### src/rtl/lls_pkg.sv
// Shared definitions for the multi-cycle logical left shifter: state codes and
// the helper used to size its shift counter.
package lls_pkg;

    localparam logic [1:0] ST_IDLE  = 2'd0;
    localparam logic [1:0] ST_SHIFT = 2'd1;
    localparam logic [1:0] ST_DONE  = 2'd2;

    function automatic int unsigned clog2(input int unsigned value);
        int unsigned r;
        r = 0;
        while ((64'd1 << r) < 64'(value)) begin
            r = r + 1;
        end
        return r;
    endfunction

endpackage

### src/rtl/seq_logical_left_shift.sv
// Multi-cycle logical left shifter: accepts an operand on Start/Ready, shifts
// one bit per clock filling zeros, and flags the registered result with Valid.
module seq_logical_left_shift
    import lls_pkg::*;
#(
    parameter int unsigned WIDTH   = 8,
    parameter int unsigned SHIFT_W = 4
) (
    input  logic               clk,
    input  logic               rst_n,
    input  logic               Start,
    input  logic [WIDTH-1:0]   A,
    input  logic [SHIFT_W-1:0] Shift_value,
    output logic               Ready,
    output logic               Valid,
    output logic [WIDTH-1:0]   Logical_left_shift_Output
);

    localparam int unsigned CNT_W = clog2(WIDTH + 1);

    logic [1:0]       state;
    logic [WIDTH-1:0] work;
    logic [WIDTH-1:0] shifted;
    logic [CNT_W-1:0] cnt;
    logic [CNT_W-1:0] n_load;
    logic             accept;
    logic             last_shift;

    // Amounts at or beyond WIDTH clamp to WIDTH, which drains the word to zero.
    always_comb begin
        n_load = CNT_W'(WIDTH);
        if (32'(Shift_value) < WIDTH) begin
            n_load = CNT_W'(Shift_value);
        end
    end

    assign shifted    = work << 1;
    assign accept     = (state == ST_IDLE) && Start;
    assign last_shift = (state == ST_SHIFT) && (cnt <= CNT_W'(1));
    assign Ready      = (state == ST_IDLE);
    assign Valid      = (state == ST_DONE);

    always_ff @(posedge clk or negedge rst_n) begin
        if (!rst_n) begin
            state <= ST_IDLE;
        end else begin
            case (state)
                ST_IDLE: begin
                    if (Start) begin
                        state <= (n_load == '0) ? ST_DONE : ST_SHIFT;
                    end
                end
                ST_SHIFT: begin
                    if (last_shift) begin
                        state <= ST_DONE;
                    end
                end
                ST_DONE: state <= ST_IDLE;
                default: state <= ST_IDLE;
            endcase
        end
    end

    always_ff @(posedge clk or negedge rst_n) begin
        if (!rst_n) begin
            work <= '0;
            cnt  <= '0;
        end else if (accept) begin
            work <= A;
            cnt  <= n_load;
        end else if (state == ST_SHIFT) begin
            work <= shifted;
            cnt  <= cnt - CNT_W'(1);
        end
    end

    // Result register only moves on the edge that enters DONE.
    always_ff @(posedge clk or negedge rst_n) begin
        if (!rst_n) begin
            Logical_left_shift_Output <= '0;
        end else if (accept && (n_load == '0)) begin
            Logical_left_shift_Output <= A;
        end else if (last_shift) begin
            Logical_left_shift_Output <= shifted;
        end
    end

endmodule

### config.mk
export PLATFORM = sky130hd
export DESIGN_NAME = seq_logical_left_shift
export DESIGN_NICKNAME = d
export VERILOG_FILES = /design/src/rtl/lls_pkg.sv /design/src/rtl/seq_logical_left_shift.sv
export SDC_FILE = /design/constraint.sdc
export NUM_CORES = 1
export LEC_CHECK = 0
export CAP_MARGIN = 20
export CELL_PAD_IN_SITES_DETAIL_PLACEMENT = 1
export CELL_PAD_IN_SITES_GLOBAL_PLACEMENT = 2
export CORE_MARGIN = 8
export CORE_UTILIZATION = 33
export DETAILED_ROUTE_END_ITERATION = 10
export PLACE_DENSITY = 0.8
export SKIP_LAST_GASP = 1
export SYNTH_ARGS = -nofsm -noshare
export SYNTH_HDL_FRONTEND = slang
export SYNTH_SLANG_ARGS = --single-unit
### constraint.sdc
create_clock -name clk -period 5.2 [get_ports clk]
set_input_delay 0.78 -clock clk [delete_from_list [all_inputs] [get_ports clk]]
set_output_delay 0.78 -clock clk [all_outputs]
set_load 0.05 [all_outputs]
==> results of run 1 <==
## registers in the layout, indices dropped and copies added (netlist names)
register                   flops
Logical_left_shift_Output      8
work                           7
cnt                            4
state                          2
## worst min-delay path by stage
stage,from,end,cells after the start
floorplan,work[6]$_DFFE_PN0P_,work[6]$_DFFE_PN0P_,2
global placement,work[6]$_DFFE_PN0P_,work[6]$_DFFE_PN0P_,2
detailed placement,work[6]$_DFFE_PN0P_,work[6]$_DFFE_PN0P_,2
CTS,work[6]$_DFFE_PN0P_,work[6]$_DFFE_PN0P_,2
global route,Logical_left_shift_Output[3]$_DFFE_PN0P_,Logical_left_shift_Output[3]$_DFFE_PN0P_,2
finish,work[6]$_DFFE_PN0P_,work[6]$_DFFE_PN0P_,2
## area by class of cell
cell class                      instances  area, sq um
Fill cell                             350         1680
Sequential cell                        21          526
Multi-Input combinational cell         74          515
Timing Repair Buffer                   25          268
Tap cell                               44         55.1
Clock buffer                            3         22.5
Inverter                                3         11.3
Clock inverter                          1         5.00
## per-layer routing
metal  track usage  share of wire
met3        0.0357          0.060
met5             0              0
met1         0.132           0.45
met2         0.165           0.48
met4        0.0400          0.012
## where the power goes
group	internal [mW]	switching, mW
registers	0.243	0.0660
logic	0.189	0.303
clock network	0.0287	0.0527
total	0.461	0.422
## through the flow
stage	hold WS [ns]	cell area [sq um]	instances	utilization
2_1_floorplan	0.442	1070	101	-
3_3_place_gp	0.463	1350	166	0.438
3_5_place_dp	0.482	1350	166	0.438
4_1_cts	0.511	1380	170	0.447
5_1_grt	0.536	1400	171	0.456
6_report	0.506	1400	171	0.456
## synth_stat cells, drive strengths merged (2+ instances only)
master and count:
ha 2, and2 3, mux2 10, nor2b 3, inv 3, nor2 5
nand3b 3, nand2 22, a32oi 3, a22oi 6, buf 2, o21ai 7
dfrtp 21
## worst max-delay path: stages, from the launching register on
cell and delay [ns]:
dfrtp_1 0.57, nor2b_1 0.17, clkdlybuf4s50_1 0.81
## cell families (layout without fill, tap and decap cells)
logic type	count (synthesis)	after routing
mux	10	10
fa+ha+maj	2	2
buf+inv	6	32
compound gates	20	20
flops	21	21
xor+xnor	1	1
simple gates	41	41
==> results_dict.tcl, run 1 <==
set metrics [dict create \
    outcome "completed" \
    r2r_end "Logical_left_shift_Output[1]$_DFFE_PN0P_" \
    cp.required_ns 4.42 \
    clk_latency_ns 0.31 \
    grt_max_degree 22 \
    hold_violations 0 \
    cts_tree "yes" \
    synthesis.nets 118 \
    place_ws_ns 2.28 \
    synth_top_area_frac 0.490 \
    numClockSinks 21 \
    tns_ns 0 \
    antenna_found_initial 0 \
    power_mw 0.882 \
    critPathCapture "Valid" \
    ys_types 28 \
    synthTopCellsByArea "dfrtp_1 49%, nand2_1 7.4%, mux2_2 6.3%, a22oi_1 4.2%, mux2_1 4.2%" \
    die-width_microns 73 \
    synthSimpleGateAreaFrac 0.219 \
    mostFrequentLayoutCell "clkdlybuf4s50_1" \
    clock.fmax_mhz 378 \
    synth_edf_count 0 \
    avgSynthCellArea_sq_um 10.6 \
    drc_errors 0 \
    layout_common_cells "24 x clkdlybuf4s50_1, 21 x dfrtp_1, 21 x nand2_1" \
    routed_wl_microns 2620 \
    rows 20 \
    drtIter0Drc 40 \
    synth_top_family_by_area "simple AND/OR/NAND/NOR gates" \
    finalCriticalPeriod_ns 2.64 \
    initial_core_util 0.348 \
    cts_setup_buffers 0 \
    tightest_slew_ns 0.735 \
    synth_cells 101 \
    cts_buffers 3 \
    track_usage 0.106 \
    p_per_area_nw_per_um2 629 \
    path_class "flop to primary output" \
    synth_compound_area_frac 0.125 \
    die_area_sq_um 5330 \
    maxCapViolations 0 \
    synth-xor-area-share 0.00817 \
    reg2reg_from "state[1]$_DFFE_PN0P_" \
    synthMuxAreaShare 0.105 \
    timing.slew.headroom 0.509 \
    hpwl_microns 1970 \
    finalSetupViolCount 0 \
    ys_warn_count 0 \
    async_flop_share 1.00 \
    drt-vias-per-instance 4.91 \
    synthAdderAreaFrac 0.0233 \
    reg2regPathDepth 4 \
    ys_seq_elements 21 \
    layout-drive-gt1-share 0.126 \
    slew_viol_final 0 \
    grt_setup_unrepaired "false" \
    critPathLaunchType "flop" \
    finClkSkew_ns 0.00540 \
    critPathMaxFanout 8 \
    yosysTopAreaCell "dfrtp_1" \
    antennaDiodeCount 0 \
    yosysSeqAreaShare 0.490 \
    arrival_ns 1.86 \
    htreeDepth 1 \
    grt_first_pass_wirelength_microns 4460 \
    cts_root_buf "clkbuf_4" \
    clockBufferDepth 2 \
    cts.clk_slew.worst_paths_ns 0.13 \
    grt_pass1_vias 906 \
    vdd_drop_max_mv 0.245 \
    p_leak_nw 0.606 \
    startpoint "state[1]$_DFFE_PN0P_" \
    regToRegSetupSlack_ns 3.04 \
    period_share 0.508 \
    core_sq_um 3080 \
    cts.repair.resized 0 \
    synth_area_sq_um 1070 \
    ant_nets 0 \
    place_congestion 0.774 \
    min-delay-path-class "flop to flop" \
    first_pass_iters 4 \
    endpoint_kind "primary output" \
    ios 25 \
    hold_buffers 0 \
    dieHeight_microns 73 \
    area_delta_synth_final_pct 30.8 \
    portBuffers 24 \
    yosys_most_used_dff "dfrtp_1" \
    fin_ws_ns 2.56 \
    vias 839 \
    drt-wirelength-per-cell_microns 15.3 \
    gr-total-overflow 0 \
    nets 145 \
]
No activity file was read; power rests on OpenSTA's default activity.
==> run 2: changes to the inputs <==
Settings changed: CORE_UTILIZATION 33 to 30, PLACE_DENSITY 0.8 to 0.74.
Clock period 5.2 ns to 2.45 ns, I/O delays scaled along.
==> results_dict.tcl, run 2 (same netlist as run 1, synthesis figures left out) <==
set metrics [dict create \
    top_regs "Logical_left_shift_Output: 8 flops, work: 7 flops, cnt: 4 flops" \
    cts_tree "yes" \
    antennaDiodeCount 0 \
    largest_reg_flops 8 \
    layout_common_cells "24 x clkdlybuf4s50_1, 21 x dfrtp_1, 21 x nand2_1" \
    layout-drive-gt1-share 0.145 \
    cp.required_ns 2.08 \
    cts_setup_buffers 0 \
    wl_met1_microns 1200 \
    gr-total-overflow 0 \
    ios 25 \
    die-width_microns 75.8 \
    track_usage 0.102 \
    portBuffers 24 \
    arrival_ns 1.83 \
    largest-register "Logical_left_shift_Output" \
    final_core_util 0.417 \
    endpoint_kind "primary output" \
    hold_buffers 0 \
    wl_met2_microns 1220 \
    switching_share 0.469 \
    first_pass_iters 4 \
    instances_no_fill 177 \
    critPathMaxFanout 8 \
    min-delay-path-class "primary input to async pin" \
    initial_core_util 0.316 \
    place_inst 173 \
    cts.repair.resized 0 \
    drc_errors 0 \
    path_class "flop to primary output" \
    seqPwrFrac 0.338 \
    whs_ns 0.392 \
    clockBufferDepth 2 \
    slew_viol_final 0 \
    htreeDepth 1 \
    power_mw 1.92 \
    cts_root_buf "clkbuf_4" \
    mostFrequentLayoutCell "clkdlybuf4s50_1" \
    timing.slew.headroom 0.648 \
    finalCriticalPeriod_ns 2.19 \
    dieHeight_microns 75.8 \
    cts.clk_slew.worst_paths_ns 0.12 \
    rows 21 \
    vdd_drop_max_mv 0.498 \
    drt-wirelength-per-cell_microns 14.9 \
    numClockSinks 21 \
    tightest_slew_ns 0.526 \
    critPathLaunchType "flop" \
    drtIter0Drc 27 \
    hold_violations 0 \
    drt-vias-per-instance 4.81 \
    antenna_found_initial 0 \
    die_area_sq_um 5740 \
    routed_wl_microns 2640 \
    outcome "completed" \
    wl_met3_microns 197 \
    maxCapViolations 0 \
    grt_max_degree 22 \
    p_leak_nw 0.616 \
    area_delta_synth_final_pct 31.9 \
    period_share 0.895 \
    vias 852 \
    nets 149 \
    grt_pass1_vias 893 \
    power_switching_mw 0.900 \
    hpwl_microns 2050 \
    highest_layer "met4" \
    finalSetupViolCount 0 \
    grt_first_pass_wirelength_microns 4340 \
    p_int_mw 1.02 \
    p_clk_frac 0.089 \
    grt_setup_unrepaired "false" \
    finClkSkew_ns 0.00953 \
    p_comb_frac 0.573 \
    tns_ns 0 \
    cts_buffers 3 \
    ant_nets 0 \
    place_congestion 0.766 \
    core_sq_um 3390 \
    p_per_area_nw_per_um2 1360 \
    clk_latency_ns 0.30 \
    clock.fmax_mhz 456 \
    reg2regPathDepth 6 \
]
[run 2: layout make-up]
class	instances	area (sq um)
Inverter	3	11.3
Multi-Input combinational cell	74	515
Fill cell	381	1980
Tap cell	46	57.6
Sequential cell	21	526
Timing Repair Buffer	29	278
Clock buffer	4	26.3
[run 2: final timing paths]
path                                 startpoint                                        to  slack (ns)
min in group clk            work[6]$_DFFE_PN0P_                       work[6]$_DFFE_PN0P_        0.50
setup reg to reg             cnt[0]$_DFFE_PN0P_  Logical_left_shift_Output[6]$_DFFE_PN0P_        0.56
max in group asynchronous                 rst_n                       work[5]$_DFFE_PN0P_        1.82
hold reg to reg             work[6]$_DFFE_PN0P_                       work[6]$_DFFE_PN0P_        0.50
hold / removal                            rst_n  Logical_left_shift_Output[3]$_DFFE_PN0P_        0.39
setup / recovery           state[1]$_DFFE_PN0P_                                     Valid        0.26
[run 2: through the flow]
stage,area [sq um],worst slack [ns]
2_1_floorplan,1070,0.701
3_3_place_gp,1390,0.196
3_5_place_dp,1390,0.148
4_1_cts,1410,0.230
5_1_grt,1410,0.155
6_report,1410,0.256
[run 2: worst max-delay path, cell delays in order (launching register included)]
cell	delay [ns]
dfrtp_1	0.55
nor2b_1	0.17
clkdlybuf4s50_1	0.81
[run 2: power groups by stage]
stage / Combinational, mW / Sequential [mW] / Clock (mW)
after floorplan: 0.570 / 0.826 / 0
after global placement: 1.10 / 0.655 / 0
after detailed placement: 1.11 / 0.662 / 0
after CTS: 1.12 / 0.652 / 0.180
after global routing: 1.21 / 0.679 / 0.193
final: 1.10 / 0.649 / 0.170
[run 2: layer usage]
| layer | track usage | vias to the layer above |
|---|---|---|
| met4 | 0.0320 | 0 |
| met3 | 0.0434 | 2 |
| met5 | 0 | - |
| met2 | 0.156 | 23 |
| met1 | 0.125 | 412 |
| li1 | - | 415 |
